$ cat src/rtl/dvs_ravens_pkg.sv
// Shared types and constants for the DVS camera front end.
package dvs_ravens_pkg;

    // Width of one address-event word from the camera.
    localparam int unsigned EVENT_BITS = 16;

    // AER receiver handshake states.
    typedef enum logic [1:0] {
        IDLE,
        PUSH,
        ACK
    } aer_rx_state_t;

endpackage

$ cat src/rtl/dvs_sync_ff.sv
// N-stage single-bit synchroniser, asynchronous active-high reset to 0.
module dvs_sync_ff #(
    parameter int unsigned STAGES = 2
) (
    input  logic clk,
    input  logic rst,
    input  logic d,
    output logic q
);

    logic [STAGES-1:0] sync_q;

    // Shift the asynchronous input through the flop chain.
    always_ff @(posedge clk or posedge rst) begin
        if (rst) begin
            sync_q <= '0;
        end else begin
            sync_q <= {sync_q[STAGES-2:0], d};
        end
    end

    assign q = sync_q[STAGES-1];

endmodule

$ cat src/rtl/dvs_aer_event_receiver.sv
// Terminates the camera's 4-phase AER handshake and pushes one word per event into the queue.
module dvs_aer_event_receiver
    import dvs_ravens_pkg::*;
#(
    parameter bit          DROP_ON_FULL  = 1'b0,
    parameter int unsigned SYNC_STAGES   = 2,
    parameter int unsigned DROP_CNT_BITS = 16
) (
    input  logic                     clk,
    input  logic                     rst,
    input  logic                     aer_req,
    input  logic [EVENT_BITS-1:0]    aer_data,
    output logic                     aer_ack,
    input  logic                     fifo_full,
    output logic                     fifo_wr_en,
    output logic [EVENT_BITS-1:0]    fifo_event_in,
    output logic [DROP_CNT_BITS-1:0] drop_count,
    output logic                     busy
);

    logic                     req_s;
    aer_rx_state_t            state_q, state_d;
    logic [EVENT_BITS-1:0]    event_q, event_d;
    logic [DROP_CNT_BITS-1:0] drop_q, drop_d;
    logic                     ack_q, ack_d;

    // aer_req is only ever observed through this synchroniser.
    dvs_sync_ff #(
        .STAGES (SYNC_STAGES)
    ) u_req_sync (
        .clk (clk),
        .rst (rst),
        .d   (aer_req),
        .q   (req_s)
    );

    // Next-state, event capture and drop counting.
    always_comb begin
        state_d = state_q;
        event_d = event_q;
        drop_d  = drop_q;
        unique case (state_q)
            IDLE: begin
                // aer_data is sampled only here; it is held stable by the camera until ack.
                if (req_s) begin
                    event_d = aer_data;
                    state_d = PUSH;
                end
            end
            PUSH: begin
                if (!fifo_full) begin
                    state_d = ACK;
                end else if (DROP_ON_FULL) begin
                    if (drop_q != '1) begin
                        drop_d = drop_q + 1'b1;
                    end
                    state_d = ACK;
                end
            end
            ACK: begin
                if (!req_s) begin
                    state_d = IDLE;
                end
            end
            default: state_d = IDLE;
        endcase
        // Registered ack: set on entry to ACK, cleared on the edge that leaves it.
        ack_d = (state_d == ACK);
    end

    // State, captured event, drop counter and ack registers.
    always_ff @(posedge clk or posedge rst) begin
        if (rst) begin
            state_q <= IDLE;
            event_q <= '0;
            drop_q  <= '0;
            ack_q   <= 1'b0;
        end else begin
            state_q <= state_d;
            event_q <= event_d;
            drop_q  <= drop_d;
            ack_q   <= ack_d;
        end
    end

    // PUSH lasts one cycle unless stalled by a full queue, so pushes never occur back to back.
    assign fifo_wr_en    = (state_q == PUSH) && !fifo_full;
    assign fifo_event_in = event_q;
    assign aer_ack       = ack_q;
    assign drop_count    = drop_q;
    assign busy          = (state_q != IDLE);

endmodule

$ cat config.mk
export PLATFORM = sky130hd
export DESIGN_NAME = dvs_aer_event_receiver
export DESIGN_NICKNAME = d
export VERILOG_FILES = /design/src/rtl/dvs_ravens_pkg.sv /design/src/rtl/dvs_sync_ff.sv /design/src/rtl/dvs_aer_event_receiver.sv
export SDC_FILE = /design/constraint.sdc
export NUM_CORES = 1
export LEC_CHECK = 0
export CAP_MARGIN = 40
export CORE_ASPECT_RATIO = 0.6
export CORE_MARGIN = 2
export CORE_UTILIZATION = 31
export CTS_CLUSTER_SIZE = 20
export DETAILED_ROUTE_END_ITERATION = 8
export PLACE_DENSITY = 0.73
export SLEW_MARGIN = 0
export SYNTH_ARGS = -nofsm -noshare
export SYNTH_HDL_FRONTEND = slang
export SYNTH_SLANG_ARGS = --single-unit
$ cat constraint.sdc
create_clock -name clk -period 1.3 [get_ports clk]
set_input_delay 0.26 -clock clk [delete_from_list [all_inputs] [get_ports clk]]
set_output_delay 0.26 -clock clk [all_outputs]
set_load 0.05 [all_outputs]
* Yosys cells after proc, flatten, opt, wreduce, memory -nomap -nowiden *
Index checks and enable logic that the tools add are counted.
W data, S select, Z words.

word-level totals
  register bits = 21
  input bits = 20
  logic and storage cells = 16

cells by class
  multiplexer cells = 4
  reductions and logical operators = 5
  equality and inequality tests = 3

operator list
  kind                  number
  $mux W2               3
  $pmux W2 S3           1
  $eq A2 B2 Y1 const B  2
  $eq A2 B1 Y1 const B  1
  $logic_not A2 Y1      1
  $reduce_and A2 Y1     1
  $reduce_bool A2 Y1    1
  $logic_and A1 B1 Y1   1
  $logic_not A1 Y1      1

* Depth between registers and ports, before layout *
  depth after elaboration = 3
  depth in mapped cells = 3
  depth with buffers taken out = 2

* By module *
A second synthesis with hierarchy kept.

second synthesis, totals
  cell total of the unflattened synthesis = 65
  area, all modules = 915.9 um^2

modules (own cells, without submodules)
  module                  seq. area each (um^2)  instances  cells each  area each (um^2)
  dvs_aer_event_receiver  475.5                  1          62          862.1
  dvs_sync_ff             50.0                   1          3           53.8

* Least setup slack after synthesis *
No wires, ideal clock.

  path kind = register -> register
  start = reg state_q[0]
  end = reg ack_q, in the netlist aer_ack
  clock period less this slack = 2.013 ns
  cell stages (with the launch flop) = 3
  path buffers = 0
  setup slack = -0.713 ns
  data required time = 1.222 ns
  setup time = 0.078 ns
  arrival time = 1.935 ns
  path through = dfrtp_1 nor3b_1 o21bai_1

on the way
  word-level cells in the longest chain between the ends = 3
  elaborated cells between the ends (all ways) = 8
  those cells by class = eq/ne: 3; mux: 4; reduce/logical: 1

RTL lines
  item                                        line                          text
  start: declaration                          dvs_aer_event_receiver.sv:22  aer_rx_state_t state_q, state_d;
  start signal: assignment                    dvs_aer_event_receiver.sv:79  state_q <= state_d;
  $eq A2 B2 Y1, or another cell as far along  dvs_aer_event_receiver.sv:42  unique case (state_q)
  $pmux W2 S3 (*)                             dvs_aer_event_receiver.sv:42
  $eq A2 B2 Y1 (*)                            dvs_aer_event_receiver.sv:68  ack_d = (state_d == ACK);
  net ack_d                                   dvs_aer_event_receiver.sv:25  logic ack_q, ack_d;
  end signal: assignment                      dvs_aer_event_receiver.sv:82  ack_q <= ack_d;
  end: declaration                            dvs_aer_event_receiver.sv:25

The timed path passes the listed nets; every way through them passes the cells marked *.
A chain may end at the register's enable or synchronous reset.

* Worst setup path after layout *
  start = reg state_q[1]
  end = out fifo_wr_en

on the way
  word-level cells in the longest chain between the ends = 2

RTL lines
  item                 line                          text
  $eq A2 B1 Y1         dvs_aer_event_receiver.sv:87  assign fifo_wr_en = (state_q == PUSH) && !fifo_full;
  $logic_and A1 B1 Y1  dvs_aer_event_receiver.sv:87
  end: declaration     dvs_aer_event_receiver.sv:15  output logic fifo_wr_en,

Every way passes these cells.

==> summary.md <==
| Metric | Value |
|---|---|
| Clk_lat worst skew | `0.25 ns` |
| Vias per cell | `3.889` |
| FP Rows | `15` |
| Die Y | `46.05 µm` |
| Core Footprint | `2834 µm²` |
| Drt first pass iters | `3` |
| Initial antenna violation count | `0` |
| Worst Path Required | `~1.0 ns` |
| CTS tree | `built` |
| GPL Wtd Cong | `0.5937` |
| First-pass GRT wire length | `about 3.0 mm` |
| Syn. warnings | `0` |
| Buffer and inverter count on the worst path | `2` |
| Flop-to-flop setup slack | `-0.13 ns` |
| WS Path Type | `flip-flop to primary output` |
| Clk slew on worst S/H paths | `0.07 ns` |
| Layout cells sized above 1 | `a little under half` |
| Crit-path cells | `buf_6 > nor3b_4 > buf_12` |
| Setup violation total in the final timing report | `18` |
| Ports | `55` |
| Mean post-synth cell area | `14.27 µm²` |
| IO buf count | `38` |
| Fmax | `0.6816 GHz` |
| # diodes | `0` |
| GRT Total Usage | `between 10 and 15%` |
| Clk_skew | `between 0.0015 and 0.002 ns` |
| Met2 Use GR | `19.82%` |
| Met3 Resource Use GR | `between 7 and 8%` |
| Peak supply drop | `around 1500 µV` |
| Dpl cells | `148` |
| FF-to-FF path depth | `4` |
| Leak | `roughly 0.75 nW` |
| Post-synthesis instance area | `913.4 µm²` |
| Sequential-to-total area share from yosys stat | `between 50% and 60%` |
| Final period util | `112.9%` |
| Slew Limit Fails | `0` |
| DR vias | `between 500 and 600` |
| Max Cap Viol | `0` |
| CP arrival | `1.21 ns` |
| Clk sinks | `21` |
| R2R Path Start | `state_q[1]$_DFF_PP0_` |
| Synth top area share | `57.53%` |
| CP Launch Type | `flip-flop` |
| Hpwl dp | `about 1.5 mm` |
| Crit path max-delay family | `flip-flops` |
| H-tree depth | `1` |
| Total grt overflow | `0` |
| Slowest-stage cell, CP | `dfrtp_2` |
| Final Hold Fails | `0` |
| Area grow syn2layout | `77.81%` |
| Initial Util | `32.23%` |
| Register bit count reported by yosys | `21` |
| Clk root buf | `clkbuf_8` |
| DR DRC count | `0` |
| CP Capture Type | `primary output` |
| Main area contributors after synthesis | `dfrtp_1 (58%), mux2_2 (20%), buf_4 (13%)` |
| Clk buf depth | `2` |
| Violated checks | `negative setup slack` |
| Vias in the first global route | `between 600 and 700` |
| Gr busiest metal | `met2` |
| Max incr delay on CP | `0.43 ns` |
| Iter 0 DRT Violations | `7` |
| Hold Crit Class | `input pin to asynchronous set/reset pin` |
| Worst-path maximum fanout | `4` |
| Reg2reg end | `fifo_event_in[8]$_DFFE_PP0P_` |
| # hold bufs at CTS | `0` |
| Routed len/inst | `12.97 µm` |
| Netlist cell types | `13` |
| Final worst setup slack | `-0.1671 ns` |
| Leading area contributor after synthesis | `dfrtp_1` |
| Status | `complete, but fails checks` |
| Routed wire length | `1.984 mm` |
| Nets@finish | `132` |
| Unrepaired setup endpoints after global routing | `yes` |
| Die area | `~3400 µm²` |
| GR Util met1 | `14.58%` |
| CTS Buf Count | `3` |
| Pin count of the biggest net entering global routing | `22` |
| Routed Antenna Nets | `0` |
| Die width | `approximately 74 µm` |
| Fin Setup TNS | `-2.141 ns` |
| P per Cell Area | `approximately 2700 nW/µm²` |
| Gate Count Post-Synth | `64` |
| Fin cells | `153` |
| Most frequent cells in the layout | `dfrtp_1 (19), clkdlybuf4s50_1 (19), buf_12 (18)` |
| Final min period | `1.467 ns` |
==> per-layer routing <==
| layer | wire (µm) | vias to the layer above |
|---|---|---|
| li1 | - | 273 |
| met1 | 787 | 299 |
| met2 | 1006 | 23 |
| met3 | 190 | 0 |
| met4 | 0 | 0 |
| met5 | 0 | - |
==> worst min-delay path: stages <==
cell and delay [ns]:
clkdlybuf4s50_1 0.39, inv_1 0.05, buf_4 0.26
==> where the power goes <==
group | switching [mW] | internal, mW
registers | 0.292 | 0.918
logic | 1.35 | 1.42
clock network | 0.200 | 0.218
==> per-stage QoR <==
stage | setup slack (ns) | instance area, µm² | hold slack [ns] | total power, mW | util, %
CTS | -0.1805 | 1587 | 0.3298 | 4.336 | 55.98
global route | -0.2265 | 1624 | 0.3690 | 4.570 | 57.31
detailed placement | -0.1287 | 1503 | 0.3525 | 3.827 | 53.02
floorplan | -0.1028 | 982.2 | 0.2365 | 2.476 | -
finish | -0.1671 | 1624 | 0.3239 | 4.399 | 57.31
global placement | -0.08470 | 1503 | 0.3340 | 3.770 | 53.02
==> repair_timing <==
action	4_1_cts	5_1_grt
endpoints found under the setup margin	18	18
pin swaps	1	0
resized for setup	9	10
setup buffers	1	0
==> cells in the mapped netlist, drive strengths merged <==
cell / count
dfrtp: 21
buf: 17
mux2: 16
nor3b: 2
o21bai: 2
conb: 1
inv: 1
mux2i: 1
nand2: 1
nor2: 1
or2: 1
==> cells by family after synthesis <==
logic type | Yosys count | share of synthesized area, %
compound gates | 2 | 1.643
buf+inv | 18 | 15.21
flops | 21 | 57.53
mux | 17 | 20.82
other cells | 1 | 0.4106
simple gates | 5 | 4.384
==> flip-flops by register name, indices dropped and copies added, names as in the netlist <==
signal / flops
state_q: 2
fifo_event_in: 16
aer_ack: 1
u_req_sync.sync_q: 2
==> worst max path at each step <==
stage	start	endpoint	cells after the start
global placement	fifo_full	fifo_wr_en	3
floorplan	state_q[0]$_DFF_PP0_	fifo_event_in[0]$_DFFE_PP0P_	3
finish	state_q[1]$_DFF_PP0_	fifo_wr_en	3
CTS	state_q[1]$_DFF_PP0_	fifo_wr_en	3
detailed placement	fifo_full	fifo_wr_en	3
global route	state_q[1]$_DFF_PP0_	fifo_wr_en	3
==> cell type report <==
cell class,count,area (µm²)
Tap cell,42,52.55
Inverter,1,3.754
Multi-Input combinational cell,40,369.1
Sequential cell,21,528.0
Fill cell,232,1210
Clock buffer,4,45.04
Timing Repair Buffer,45,625.6
Power figures use the tool's default switching activity.
